## src/rtl/rom_stream_reader.sv

```systemverilog
`default_nettype none
// ============================================================================
// Module   : rom_stream_reader
// Purpose  : Walks consecutive addresses of a 1-cycle-latency ROM and delivers
//            the words as a valid/ready stream with backpressure.
// Revision : 1.0 - initial release
// ============================================================================
module rom_stream_reader #(
    parameter int ROMDEPTH = 16,
    parameter int WORDSIZE = 16,
    localparam int AW = $clog2(ROMDEPTH)
) (
    input  logic                CLK,
    input  logic                RST,
    input  logic                start,
    input  logic [AW-1:0]       base_addr,
    input  logic [AW:0]         count,
    output logic                busy,
    output logic                done,
    output logic [AW-1:0]       rom_addr,
    input  logic [WORDSIZE-1:0] rom_data,
    output logic                out_valid,
    input  logic                out_ready,
    output logic [WORDSIZE-1:0] out_data,
    output logic                out_last
);

    localparam logic [1:0]    c_ST_IDLE = 2'd0;
    localparam logic [1:0]    c_ST_RUN  = 2'd1;
    localparam logic [1:0]    c_ST_FIN  = 2'd2;
    localparam logic [AW-1:0] c_PTR_MAX = AW'(ROMDEPTH - 1);

    logic [1:0]          r_state;
    logic [1:0]          w_state_next;
    logic [AW:0]         r_count;
    logic [AW-1:0]       r_ptr;
    logic [AW:0]         r_issued;
    logic                r_inflight;
    logic                r_inflight_last;
    logic [1:0]          r_fifo_cnt;
    logic [WORDSIZE-1:0] r_head_data;
    logic                r_head_last;
    logic [WORDSIZE-1:0] r_tail_data;
    logic                r_tail_last;

    logic                w_accept;
    logic                w_push;
    logic                w_pop;
    logic                w_issue;
    logic [2:0]          w_occ_next;

    assign w_accept  = (r_state == c_ST_IDLE) && start;
    assign out_valid = (r_fifo_cnt != 2'd0);
    assign w_pop     = out_valid && out_ready;
    assign w_push    = r_inflight;

    // Occupancy after this edge, counting a same-cycle pop; one slot must
    // remain for the word a new issue would bring back, keeping 1 word/cycle.
    assign w_occ_next = {1'b0, r_fifo_cnt} + {2'b00, r_inflight} - {2'b00, w_pop};
    assign w_issue    = (r_state == c_ST_RUN) && (r_issued < r_count) && (w_occ_next <= 3'd1);

    assign rom_addr = r_ptr;
    assign out_data = r_head_data;
    assign out_last = r_head_last;

    always_ff @(posedge CLK or posedge RST) begin
        if (RST) begin
            r_state <= c_ST_IDLE;
        end else begin
            r_state <= w_state_next;
        end
    end

    always_comb begin
        w_state_next = r_state;
        case (r_state)
            c_ST_IDLE: begin
                if (start) begin
                    w_state_next = (count != '0) ? c_ST_RUN : c_ST_FIN;
                end
            end
            c_ST_RUN: begin
                if (w_pop && r_head_last) begin
                    w_state_next = c_ST_FIN;
                end
            end
            c_ST_FIN: w_state_next = c_ST_IDLE;
            default:  w_state_next = c_ST_IDLE;
        endcase
    end

    always_comb begin
        busy = (r_state == c_ST_RUN) || (r_state == c_ST_FIN);
        done = (r_state == c_ST_FIN);
    end

    always_ff @(posedge CLK or posedge RST) begin
        if (RST) begin
            r_count         <= '0;
            r_ptr           <= '0;
            r_issued        <= '0;
            r_inflight      <= 1'b0;
            r_inflight_last <= 1'b0;
        end else begin
            if (w_accept) begin
                r_count  <= count;
                r_ptr    <= base_addr;
                r_issued <= '0;
            end else if (w_issue) begin
                r_ptr    <= (r_ptr == c_PTR_MAX) ? '0 : r_ptr + 1'b1;
                r_issued <= r_issued + 1'b1;
            end
            r_inflight <= w_issue;
            if (w_issue) begin
                r_inflight_last <= (r_issued == r_count - (AW+1)'(1));
            end
        end
    end

    // Two-entry FIFO held as explicit head/tail registers; head drives the stream.
    always_ff @(posedge CLK or posedge RST) begin
        if (RST) begin
            r_fifo_cnt  <= 2'd0;
            r_head_data <= '0;
            r_head_last <= 1'b0;
            r_tail_data <= '0;
            r_tail_last <= 1'b0;
        end else begin
            case ({w_push, w_pop})
                2'b10: begin
                    if (r_fifo_cnt == 2'd0) begin
                        r_head_data <= rom_data;
                        r_head_last <= r_inflight_last;
                    end else begin
                        r_tail_data <= rom_data;
                        r_tail_last <= r_inflight_last;
                    end
                    r_fifo_cnt <= r_fifo_cnt + 2'd1;
                end
                2'b01: begin
                    r_head_data <= r_tail_data;
                    r_head_last <= r_tail_last;
                    r_fifo_cnt  <= r_fifo_cnt - 2'd1;
                end
                2'b11: begin
                    if (r_fifo_cnt == 2'd1) begin
                        r_head_data <= rom_data;
                        r_head_last <= r_inflight_last;
                    end else begin
                        r_head_data <= r_tail_data;
                        r_head_last <= r_tail_last;
                        r_tail_data <= rom_data;
                        r_tail_last <= r_inflight_last;
                    end
                end
                default: ;
            endcase
        end
    end

    a_no_overflow: assert property (@(posedge CLK) disable iff (RST)
        !(w_push && !w_pop && (r_fifo_cnt == 2'd2)));
    a_occupancy: assert property (@(posedge CLK) disable iff (RST)
        (({1'b0, r_fifo_cnt} + {2'b00, r_inflight}) <= 3'd2));

endmodule
`default_nettype wire

```

## config.mk

```make
export PLATFORM = sky130hd
export DESIGN_NAME = rom_stream_reader
export DESIGN_NICKNAME = d
export VERILOG_FILES = /design/src/rtl/rom_stream_reader.sv
export SDC_FILE = /design/constraint.sdc
export NUM_CORES = 1
export LEC_CHECK = 0
export ABC_AREA = 0
export CAP_MARGIN = 20
export CORE_MARGIN = 2
export CORE_UTILIZATION = 30
export DETAILED_ROUTE_END_ITERATION = 12
export HOLD_SLACK_MARGIN = 0.03
export SETUP_SLACK_MARGIN = 0.1
export SYNTH_ARGS = -nofsm -noshare
export SYNTH_HDL_FRONTEND = slang
export SYNTH_SLANG_ARGS = --single-unit
```

## constraint.sdc

```tcl
create_clock -name CLK -period 3.5 [get_ports CLK]
set_input_delay 0.35 -clock CLK [delete_from_list [all_inputs] [get_ports CLK]]
set_output_delay 0.35 -clock CLK [all_outputs]
set_load 0.01 [all_outputs]
```

==> results of run 1 <==
[cells in the final DEF (no fill, tap or decap), types with 8 or more instances in the layout]
| cell type | Yosys | final |
|---|---|---|
| sky130_fd_sc_hd__a21oi_1 | 13 | 12 |
| sky130_fd_sc_hd__nand2_1 | 40 | 40 |
| sky130_fd_sc_hd__o21ai_0 | 29 | 29 |
| sky130_fd_sc_hd__clkdlybuf4s50_1 | 0 | 52 |
| sky130_fd_sc_hd__xnor2_1 | 8 | 8 |
| sky130_fd_sc_hd__dfrtp_1 | 54 | 53 |
| sky130_fd_sc_hd__mux2i_1 | 17 | 17 |
| sky130_fd_sc_hd__inv_1 | 16 | 15 |
| sky130_fd_sc_hd__nor2_1 | 9 | 9 |
| sky130_fd_sc_hd__ha_1 | 14 | 14 |
| sky130_fd_sc_hd__mux2_2 | 17 | 17 |
[cells by family after synthesis]
kind of cell | count (synthesis) | share of synthesized area (%)
simple gates | 71 | 12.2
fa+ha+maj | 15 | 7.18
compound gates | 52 | 10.6
mux | 34 | 13.3
flops | 54 | 49.7
buf+inv | 26 | 4.05
xor+xnor | 9 | 2.90
[repair_timing]
item | in CTS | in global routing
hold buffers | 0 | 0
resized for setup | 0 | 1
endpoints found under the hold margin | 0 | 0
buffers inserted | 0 | 0
setup endpoints to repair | 0 | 1
[per-layer routing]
layer	wire length [um]	part of all wire (%)	vias up	global-route usage, %
li1	-	-	991	-
met1	2660	49	934	16.2
met2	2400	44	53	17.3
met3	309	5.7	6	2.95
met4	56	1.0	0	2.95
met5	0	0	-	0
[worst paths after layout]
path / slack, ns / start / endpoint / depth (start not counted)
max in group asynchronous: 2.29 / RST / r_tail_data[14]$_DFFE_PP0P_ / 3
worst min register to register: 0.49 / out_data[6]$_DFFE_PP0P_ / out_data[6]$_DFFE_PP0P_ / 2
worst max-delay path: 0.35 / r_fifo_cnt[0]$_DFFE_PP0P_ / r_issued[3]$_DFFE_PP0P_ / 12
min in group CLK: 0.49 / out_data[6]$_DFFE_PP0P_ / out_data[6]$_DFFE_PP0P_ / 2
worst max register to register: 0.35 / r_fifo_cnt[0]$_DFFE_PP0P_ / r_issued[3]$_DFFE_PP0P_ / 12
worst min-delay path: 0.48 / RST / out_data[7]$_DFFE_PP0P_ / 2
[critical path, stage by stage, from the launching register on]
cell                      delay [ns]
sky130_fd_sc_hd__dfrtp_1        0.41
sky130_fd_sc_hd__inv_1          0.10
sky130_fd_sc_hd__ha_1           0.24
sky130_fd_sc_hd__nor2b_1        0.20
sky130_fd_sc_hd__xnor2_1        0.15
sky130_fd_sc_hd__ha_1           0.17
sky130_fd_sc_hd__inv_1          0.05
sky130_fd_sc_hd__fa_1           0.47
sky130_fd_sc_hd__and3b_1        0.17
sky130_fd_sc_hd__nand4_2        0.13
sky130_fd_sc_hd__or2_1          0.37
sky130_fd_sc_hd__or3_2          0.48
sky130_fd_sc_hd__a21oi_1        0.14
[stage by stage]
step,worst slack (ns),util [%],power (uW)
2_1_floorplan,0.613,-,1930
3_3_place_gp,0.300,38.2,2370
3_5_place_dp,0.255,38.2,2410
4_1_cts,0.320,39.3,2790
5_1_grt,0.144,39.3,3000
6_report,0.348,39.3,2750
[sequential cells by signal, indices dropped and copies added, names as in the netlist]
name             flops
r_inflight_last      1
r_fifo_cnt           2
out_last             1
r_issued             5
rom_addr             4
r_count              5
r_state              2
r_tail_data         16
r_inflight           1
r_tail_last          1
out_data            16
[final cells by class]
type / instances / area [um2]
Inverter: 16 / 60.1
Sequential cell: 54 / 1350
Clock inverter: 3 / 25.0
Tap cell: 108 / 135
Clock buffer: 5 / 68.8
Multi-Input combinational cell: 181 / 1260
Timing Repair Buffer: 55 / 543
Fill cell: 854 / 5320
[power by group]
group	leakage [uW]	switching, uW	internal, uW
sequential	0.000678	188	898
combinational	0.000818	613	678
clock	0.0000447	226	145
==> impl_summary.txt, run 1 <==
----------------------------------------------------
[STA]
  Final clock period utilization by the worst path ... 90.0%
  Number of setup violations in the final report ... 0
  Fin. max-slew vios ... 0
  Unrepaired setup endpoints after global routing ... false
  Time the worst path needs with I/O delays and setup ... 3.15 ns
  Transition time at the pin with the least slew margin ... 0.835 ns
  TNS Setup ... 0 ns
  Max Clk Rate ... 317 MHz
  WHS ... 0.485 ns
  Worst-case clock skew ... 0.00739 ns
  Fin. Hold Viols ... 0
  Rel. slew slack ... 44.3%

[Worst hold path]
  Path class of the lowest-slack min-delay path ... in2async

[Logic synthesis]
  Number of warnings issued by yosys ... 0
  Top-count cell post-synth ... sky130_fd_sc_hd__dfrtp_1
  Gate Count Post-Synth ... 261
  Post-Synthesis Mean Instance Area ... 10.4 um2
  Unique cell type count in the Yosys netlist ... 37
  Seq/Total Area, Yosys ... 49.7%
  Count of state elements after synthesis ... 54
  Top cells by area, synth ... sky130_fd_sc_hd__dfrtp_1 50%, sky130_fd_sc_hd__mux2_2 7.0%, sky130_fd_sc_hd__ha_1 6.4%
  Post-synth EDFFs ... 0
  Area leader, netlist ... sky130_fd_sc_hd__dfrtp_1
  Netlist Area Pre-Place ... 0.00272 mm2
  Mapped Nets ... 305
  Top cell type's share of synthesized area ... 49.7%
  Ranking of synthesized cells by instance count ... 54 x sky130_fd_sc_hd__dfrtp_1, 40 x sky130_fd_sc_hd__nand2_1, 29 x sky130_fd_sc_hd__o21ai_0, 17 x sky130_fd_sc_hd__mux2_2, 17 x sky130_fd_sc_hd__mux2i_1
  Synth async-reset ratio ... 100%
  Leading register cell type out of synthesis ... sky130_fd_sc_hd__dfrtp_1

[Layout]
  Cell Count, Final, Fillers Out ... 422
  Ant. Diodes ... 0
  Final instance area ... 0.00344 mm2
  Final #Nets ... 357
  Area added between synthesis and finish ... 26.7%
  Layout cells sized above 1 ... 11.8%

[Routing]
  Overall routed net length ... 5430 um
  Vias ... 1,984
  Via density per instance ... 4.70
  Post-route DRC violation count ... 0
  Iteration-0 DRC Markers ... 69
  Number of detailed-routing iterations run before antenna repair ... 4
  Routed wire length per instance ... 12.9 um
  Post-DRT Antenna Nets ... 0

[Place]
  # placed instances ... 414
  Detailed placement HPWL ... 3950 um
  Count of port buffers added during placement ... 52
  Weighted congestion at the end of routability-driven global placement ... 0.817
  Cell Area, Placed ... 0.00335 mm2

[Global route]
  Antenna violations before repair ... 0
  Maximum number of pins on one net before global-route repair ... 38
  Total track usage ... 11.4%
  Vias in the first global route ... 1,883
  Final global-route overflow total ... 0
  Global-route wire length before repair ... 9090 um

[Clocking]
  Number of H-tree branching levels ... 2
  Clock tree from TritonCTS ... built
  Clock latency of the later-clocked register in the worst-skew pair ... 0.31 ns
  Number of CTS-inserted buffers ... 5
  Number of sinks driven by the clock tree ... 54
  CTS Root Cell ... sky130_fd_sc_hd__clkbuf_8
  Clock-pin slew on the worst setup and hold paths ... 0.11 ns
  Clock tree buffer depth ... 2

[Critical path]
  Crit path arrival time ... 3.39 ns
  Worst-path maximum fanout ... 11
  Startpoint-to-endpoint class of the critical path ... reg2reg
  Startpoint types ... flop
  Data required time at the worst endpoint ... 3.74 ns
  Crit path capture type ... flop

[Job]
  Max Cap Violations ... 0

[Power and ir drop]
  Maximum VDD drop ... 0.272 mV
  Total leakage power ... 0.00154 uW
  Pwr Density ... 798 mW/mm2

[Die]
  Area of the core ... 0.00876 mm2
  Number of placement rows ... 34
  Die Y-Extent ... 99.2 um
  Die footprint ... 0.00984 mm2
  Initial core utilization ... 31.0%
  Top-Level Pins ... 53
  Die extent in x ... 99.2 um

[Outcome]
  Run status ... completed

----------------------------------------------------
(Power assumes the default switching activity.)
==> inputs of run 2 (changes only) <==
Clock period 3.5 ns to 3.3 ns, I/O delays scaled along.
==> run 2 against run 1 <==
Final cell count grew 0.47%. Critical path type unchanged. Critical endpoint unchanged. Sequential share of layout area decreased by 0.19 points. Worst hold slack worse by 0.053 ns. Global-route usage fell by 0.30 points. Via count up 0.66%. Count of clock-buffer cells in the layout unchanged. Routed wire length increased by 0.79%.
==> impl_summary.txt, run 2 (synthesized netlist as in run 1, its figures left out) <==
----------------------------------------------------
[Outcome]
  Run status ... completed

[Clocking]
  Clock-pin slew on the worst setup and hold paths ... 0.10 ns (about the same)
  CTS Hold Buffers Added ... 0 (unchanged)
  Number of CTS-inserted buffers ... 5 (unchanged)
  Clock tree buffer depth ... 2 (unchanged)
  Number of H-tree branching levels ... 2 (unchanged)
  Number of sinks driven by the clock tree ... 54 (unchanged)
  Clock tree from TritonCTS ... built
  CTS Root Cell ... sky130_fd_sc_hd__clkbuf_8
  Clock latency of the later-clocked register in the worst-skew pair ... 0.30 ns (about the same)

[Die]
  Area of the core ... 0.00876 mm2 (unchanged)
  Initial core utilization ... 31.0% (unchanged)
  Die footprint ... 0.00984 mm2 (unchanged)
  Top-Level Pins ... 53 (unchanged)
  Die Y-Extent ... 99.2 um (unchanged)
  Die extent in x ... 99.2 um (unchanged)
  Number of placement rows ... 34 (unchanged)

[Critical path]
  Cell depth of the worst setup path ... 12 (unchanged)
  Highest cell delay on the worst timing path ... 0.47 ns (about the same)
  Buf/Inv on CP ... 2 (unchanged)
  Data required time at the worst endpoint ... 3.53 ns (-0.21 ns)
  FF-to-FF path depth ... 12 (unchanged)
  Termination of the worst setup path ... r_issued[3]$_DFFE_PP0P_
  R2r setup slk ... 0.29 ns (-0.06 ns)
  Startpoint-to-endpoint class of the critical path ... reg2reg
  Crit path capture type ... flop
  Worst-path maximum fanout ... 5 (-6)
  First element of the critical path ... r_fifo_cnt[1]$_DFFE_PP0P_
  Worst reg2reg startpoint ... r_fifo_cnt[1]$_DFFE_PP0P_
  Family with the most delay on the worst path ... simple AND/OR/NAND/NOR gates
  Slowest-stage cell, CP ... sky130_fd_sc_hd__fa_1
  Crit path arrival time ... 3.24 ns (-0.15 ns)
  Critical register-to-register path endpoint ... r_issued[3]$_DFFE_PP0P_
  Startpoint types ... flop
  Cells traversed along the worst timing path ... inv_1 -> ha_1 -> nor2b_1 -> xnor2_1 -> ha_1 -> inv_1 -> fa_1 -> and3b_1 -> nand4_2 -> or2_1 -> or3_2 -> a21oi_1

[STA]
  Unrepaired setup endpoints after global routing ... false
  WHS ... 0.432 ns (-0.0530 ns)
  Transition time at the pin with the least slew margin ... 0.827 ns (-0.00795 ns)
  Final clock period utilization by the worst path ... 91.2% (+1.1 points)
  Fin. max-slew vios ... 0 (unchanged)
  Rel. slew slack ... 44.9% (+0.53 points)
  Final worst setup slack ... 0.292 ns (-0.0569 ns)
  Number of setup violations in the final report ... 0 (unchanged)
  Fin. Hold Viols ... 0 (unchanged)
  TNS Setup ... 0 ns (unchanged)
  Time the worst path needs with I/O delays and setup ... 3.01 ns (-0.143 ns)
  Worst-case clock skew ... 0.00436 ns (-0.00303 ns)
  Max Clk Rate ... 332 MHz (+4.8%)

[Power and ir drop]
  Total leakage power ... 0.00155 uW (+0.32%)
  Pwr Density ... 843 mW/mm2 (+5.7%)
  Maximum VDD drop ... 0.308 mV (+13%)

[Routing]
  Via density per instance ... 4.71 (+0.18%)
  Routed wire length per instance ... 12.9 um (+0.32%)
  Post-DRT Antenna Nets ... 0 (unchanged)
  Post-route DRC violation count ... 0 (unchanged)
  Overall routed net length ... 5470 um (+0.79%)
  Iteration-0 DRC Markers ... 78 (+13%)
  Vias ... 1,997 (+0.66%)
  Number of detailed-routing iterations run before antenna repair ... 4 (unchanged)

[Place]
  Detailed placement HPWL ... 3880 um (-1.6%)
  Weighted congestion at the end of routability-driven global placement ... 0.778 (-4.8%)
  Count of port buffers added during placement ... 52 (unchanged)
  Worst-case setup slack after placement ... 0.205 ns (-0.0504 ns)
  # placed instances ... 415 (+0.24%)

[Global route]
  Global-route wire length before repair ... 8870 um (-2.4%)
  Antenna violations before repair ... 0 (unchanged)
  Vias in the first global route ... 1,794 (-4.7%)
  Total track usage ... 11.1% (-0.30 points)
  Final global-route overflow total ... 0 (unchanged)
  Maximum number of pins on one net before global-route repair ... 35 (-7.9%)

[Layout]
  Most frequent standard cell in the layout excluding fill and tap cells ... sky130_fd_sc_hd__dfrtp_1
  Layout cells sized above 1 ... 12.3% (+0.56 points)
  Final #Nets ... 360 (+0.84%)
  Ant. Diodes ... 0 (unchanged)
  Cell Count, Final, Fillers Out ... 424 (+0.47%)
  Commonest cells after routing, fill and taps aside ... 54 x sky130_fd_sc_hd__dfrtp_1, 52 x sky130_fd_sc_hd__clkdlybuf4s50_1, 40 x sky130_fd_sc_hd__nand2_1, 29 x sky130_fd_sc_hd__o21ai_0
  Area added between synthesis and finish ... 27.3%

[Worst hold path]
  Path class of the lowest-slack min-delay path ... in2async

[Job]
  Max Cap Violations ... 0 (unchanged)

----------------------------------------------------
==> run 2: cell types whose count changed in the layout (fill, tap and decap cells not counted) <==
cell | before | now
sky130_fd_sc_hd__buf_4 | 3 | 6
sky130_fd_sc_hd__clkinv_2 | 0 | 1
sky130_fd_sc_hd__clkinv_4 | 1 | 0
sky130_fd_sc_hd__dfrtp_1 | 53 | 54
sky130_fd_sc_hd__dfrtp_2 | 1 | 0
sky130_fd_sc_hd__inv_1 | 15 | 14
==> run 2: timing repair <==
| action | 4_1_cts | 5_1_grt |
|---|---|---|
| buffers inserted | 0 | 2 |
| resized for setup | 0 | 1 |
| setup endpoints to repair | 0 | 5 |
==> run 2: layout make-up <==
cell class	instances	area (um2)
inverters	16	63.8
multi-input cells	181	1260
well taps	108	135
repair buffers	58	566
clock buffers	5	68.8
clock inverters	2	13.8
fillers	851	5310
flip-flops and latches	54	1350
==> run 2: where the power goes <==
part / internal, uW / switching (uW)
sequential: 952 / 201
clock: 147 / 218
combinational: 740 / 657
==> run 2: worst reg2reg max path, delay by kind of cell (launching register included) <==
family | cells | cell delay (ns)
XOR/XNOR | 1 | 0.14
flip-flops | 1 | 0.45
adder cells (fa/ha/maj) | 3 | 0.85
AO/OA/AOI/OAI | 1 | 0.15
buffers and inverters | 2 | 0.13
AND/OR/NAND/NOR | 5 | 1.20
==> run 2: worst min-delay path by stage <==
stage                                  startpoint                         end  slack, ns  depth (start not counted)
final                                         RST     out_data[9]$_DFFE_PP0P_       0.43                          2
after floorplan                      base_addr[3]     rom_addr[3]$_DFFE_PP0P_       0.45                          2
after CTS                                     RST     out_data[8]$_DFFE_PP0P_       0.45                          2
after global placement    out_data[2]$_DFFE_PP0P_     out_data[2]$_DFFE_PP0P_       0.46                          2
after global routing                          RST  r_tail_data[2]$_DFFE_PP0P_       0.48                          2
after detailed placement  out_data[6]$_DFFE_PP0P_     out_data[6]$_DFFE_PP0P_       0.47                          2
==> run 2: layer usage <==
layer,wire length [um],vias to the layer above,GRT usage [%]
li1,-,1002,-
met4,29,0,1.90
met5,0,-,0
met2,2380,50,17.2
met1,2740,940,15.9
met3,322,5,2.74
==> run 2: metrics by stage <==
stage	util [%]	cell area [um2]	power, uW
6_report	39.5	3460	2920
5_1_grt	39.5	3460	3170
3_5_place_dp	38.3	3360	2560
3_3_place_gp	38.3	3360	2530
4_1_cts	39.2	3440	2940
2_1_floorplan	-	2720	2050
==> inputs of run 3 (changes only) <==
Settings changed: CORE_ASPECT_RATIO set to 1.2.
==> run 3 against run 2 <==
Core utilization decreased by 0.59 points. Routed wire length increased by 5.0%. Worst hold slack got worse by 0.099 ns. Largest cell class unchanged.
==> impl_summary.txt, run 3 (synthesized netlist as in run 1, its figures left out) <==
----------------------------------------------------
[Outcome]
  Run status ... completed

[Routing]
  Iteration-0 DRC Markers ... 58 (-26%)
  Vias ... 2,030 (+1.7%)
  Number of detailed-routing iterations run before antenna repair ... 4 (unchanged)
  Via density per instance ... 4.67 (-0.92%)
  Overall routed net length ... 5740 um (+5.0%)
  Post-route DRC violation count ... 0 (unchanged)
  Post-DRT Antenna Nets ... 0 (unchanged)
  Routed wire length per instance ... 13.2 um (+2.3%)

[STA]
  Fin. max-slew vios ... 0 (unchanged)
  Transition time at the pin with the least slew margin ... 0.802 ns (-0.0251 ns)
  Worst-case clock skew ... 0.0113 ns (+0.00698 ns)
  Fin. Hold Viols ... 0 (unchanged)
  Rel. slew slack ... 46.5% (+1.7 points)
  TNS Setup ... 0 ns (unchanged)
  Time the worst path needs with I/O delays and setup ... 3.05 ns (+0.0375 ns)
  Max Clk Rate ... 328 MHz (-1.2%)
  Unrepaired setup endpoints after global routing ... false
  Final clock period utilization by the worst path ... 92.3% (+1.1 points)
  Number of setup violations in the final report ... 0 (unchanged)

[Clocking]
  Clock-pin slew on the worst setup and hold paths ... 0.11 ns (about the same)
  Number of setup buffers added after CTS ... 0 (unchanged)
  CTS Hold Buffers Added ... 0 (unchanged)
  Clock tree from TritonCTS ... built
  Clock latency of the later-clocked register in the worst-skew pair ... 0.31 ns (about the same)
  Number of CTS-inserted buffers ... 5 (unchanged)
  Clock tree buffer depth ... 2 (unchanged)
  CTS Root Cell ... sky130_fd_sc_hd__clkbuf_8
  Number of H-tree branching levels ... 2 (unchanged)
  Number of sinks driven by the clock tree ... 54 (unchanged)

[Layout]
  Most frequent standard cell in the layout excluding fill and tap cells ... sky130_fd_sc_hd__dfrtp_1
  Area added between synthesis and finish ... 27.9%
  Final instance area ... 0.00347 mm2 (+0.47%)
  Cell Count, Final, Fillers Out ... 435 (+2.6%)
  Share of the core filled with cells in the final layout ... 38.9% (-0.59 points)
  Ant. Diodes ... 0 (unchanged)
  Fill cells ... 915 (+7.5%)
  Commonest cells after routing, fill and taps aside ... 53 x sky130_fd_sc_hd__dfrtp_1, 52 x sky130_fd_sc_hd__clkdlybuf4s50_1, 40 x sky130_fd_sc_hd__nand2_1, 29 x sky130_fd_sc_hd__o21ai_0
  Layout cells sized above 1 ... 12.4% (+0.039 points)
  Final #Nets ... 358 (-0.56%)

[Global route]
  Final global-route overflow total ... 0 (unchanged)
  Maximum number of pins on one net before global-route repair ... 35 (unchanged)
  Antenna violations before repair ... 0 (unchanged)
  Total track usage ... 12.0% (+0.94 points)
  Vias in the first global route ... 2,041 (+14%)
  Global-route wire length before repair ... 9610 um (+8.4%)

[Die]
  Area of the core ... 0.00894 mm2 (+2.0%)
  Die Y-Extent ... 108 um (+9.2%)
  Die extent in x ... 90.9 um (-8.4%)
  Initial core utilization ... 30.4% (-0.61 points)
  Top-Level Pins ... 53 (unchanged)
  Number of placement rows ... 38 (+12%)
  Die footprint ... 0.00984 mm2 (about the same)

[Place]
  Count of port buffers added during placement ... 52 (unchanged)
  Weighted congestion at the end of routability-driven global placement ... 0.738 (-5.2%)
  Detailed placement HPWL ... 4230 um (+8.9%)
  # placed instances ... 427 (+2.9%)
  Cell Area, Placed ... 0.00337 mm2 (+0.45%)

[Power and ir drop]
  Total leakage power ... 0.00154 uW (-0.32%)
  Maximum VDD drop ... 0.243 mV (-21%)
  Pwr Density ... 849 mW/mm2 (+0.64%)
  Final Total Pwr ... 2950 uW (+1.1%)

[Worst hold path]
  Path class of the lowest-slack min-delay path ... in2async

[Critical path]
  Startpoint types ... flop
  Data required time at the worst endpoint ... 3.53 ns (about the same)
  Crit path arrival time ... 3.28 ns (+0.04 ns)
  Startpoint-to-endpoint class of the critical path ... reg2reg
  Crit path capture type ... flop
  Worst-path maximum fanout ... 5 (unchanged)

[Job]
  Max Cap Violations ... 0 (unchanged)

----------------------------------------------------
## run 3: path summary, 6_finish.rpt
check / cells past startpoint / to / start / slack [ns]
setup / recovery: 12 / r_issued[3]$_DFFE_PP0P_ / r_fifo_cnt[1]$_DFFE_PP0P_ / 0.25
hold / removal: 2 / out_data[13]$_DFFE_PP0P_ / RST / 0.33
setup reg to reg: 12 / r_issued[3]$_DFFE_PP0P_ / r_fifo_cnt[1]$_DFFE_PP0P_ / 0.25
hold reg to reg: 2 / out_data[15]$_DFFE_PP0P_ / out_data[15]$_DFFE_PP0P_ / 0.49
max in group asynchronous: 3 / r_fifo_cnt[1]$_DFFE_PP0P_ / RST / 2.14
min in group CLK: 2 / out_data[15]$_DFFE_PP0P_ / out_data[15]$_DFFE_PP0P_ / 0.49
## run 3: what timing repair did
item | CTS | global route
resized for setup | 0 | 2
endpoints found under the setup margin | 0 | 6
endpoints found under the hold margin | 0 | 0
## run 3: critical path: stages (launching register included)
cell	delay [ns]
sky130_fd_sc_hd__dfrtp_2	0.43
sky130_fd_sc_hd__inv_1	0.08
sky130_fd_sc_hd__ha_1	0.22
sky130_fd_sc_hd__nor2b_1	0.20
sky130_fd_sc_hd__xnor2_1	0.15
sky130_fd_sc_hd__ha_1	0.16
sky130_fd_sc_hd__inv_1	0.05
sky130_fd_sc_hd__fa_1	0.47
sky130_fd_sc_hd__and3b_1	0.17
sky130_fd_sc_hd__nand4_2	0.12
sky130_fd_sc_hd__or2_1	0.30
sky130_fd_sc_hd__or3_2	0.46
sky130_fd_sc_hd__a21oi_1	0.16
## run 3: area by class of cell
cell class | count | area [um2] | share of cell area [%]
sequential | 54 | 1350 | 38.9
timing repair buffer | 56 | 551 | 15.8
multi-input combinational | 181 | 1260 | 36.3
clock inverter | 3 | 28.8 | 0.828
clock buffer | 5 | 68.8 | 1.98
tap | 120 | 150 | 4.32
inverter | 16 | 63.8 | 1.84
## run 3: metal layers
layer  up-vias  part of all wire, %  routed length, um  track usage, %
li1        997                    -                  -               -
met1       984                   45               2560            13.7
met2        45                   50               2890            22.9
met3         4                  4.2                239            2.58
met4         0                 0.73                 42            3.03
met5         -                    0                  0               0
## run 3: power by group
group	total (uW)	internal, uW	switching, uW
sequential	1160	953	205
combinational	1400	728	668
clock	396	158	238
total	2950	1840	1110
## run 3: through the flow
stage / worst slack, ns / hold WS (ns)
after global routing: 0.0993 / 0.380
after detailed placement: 0.146 / 0.470
after floorplan: 0.413 / 0.446
after global placement: 0.227 / 0.461
final: 0.254 / 0.333
after CTS: 0.197 / 0.344
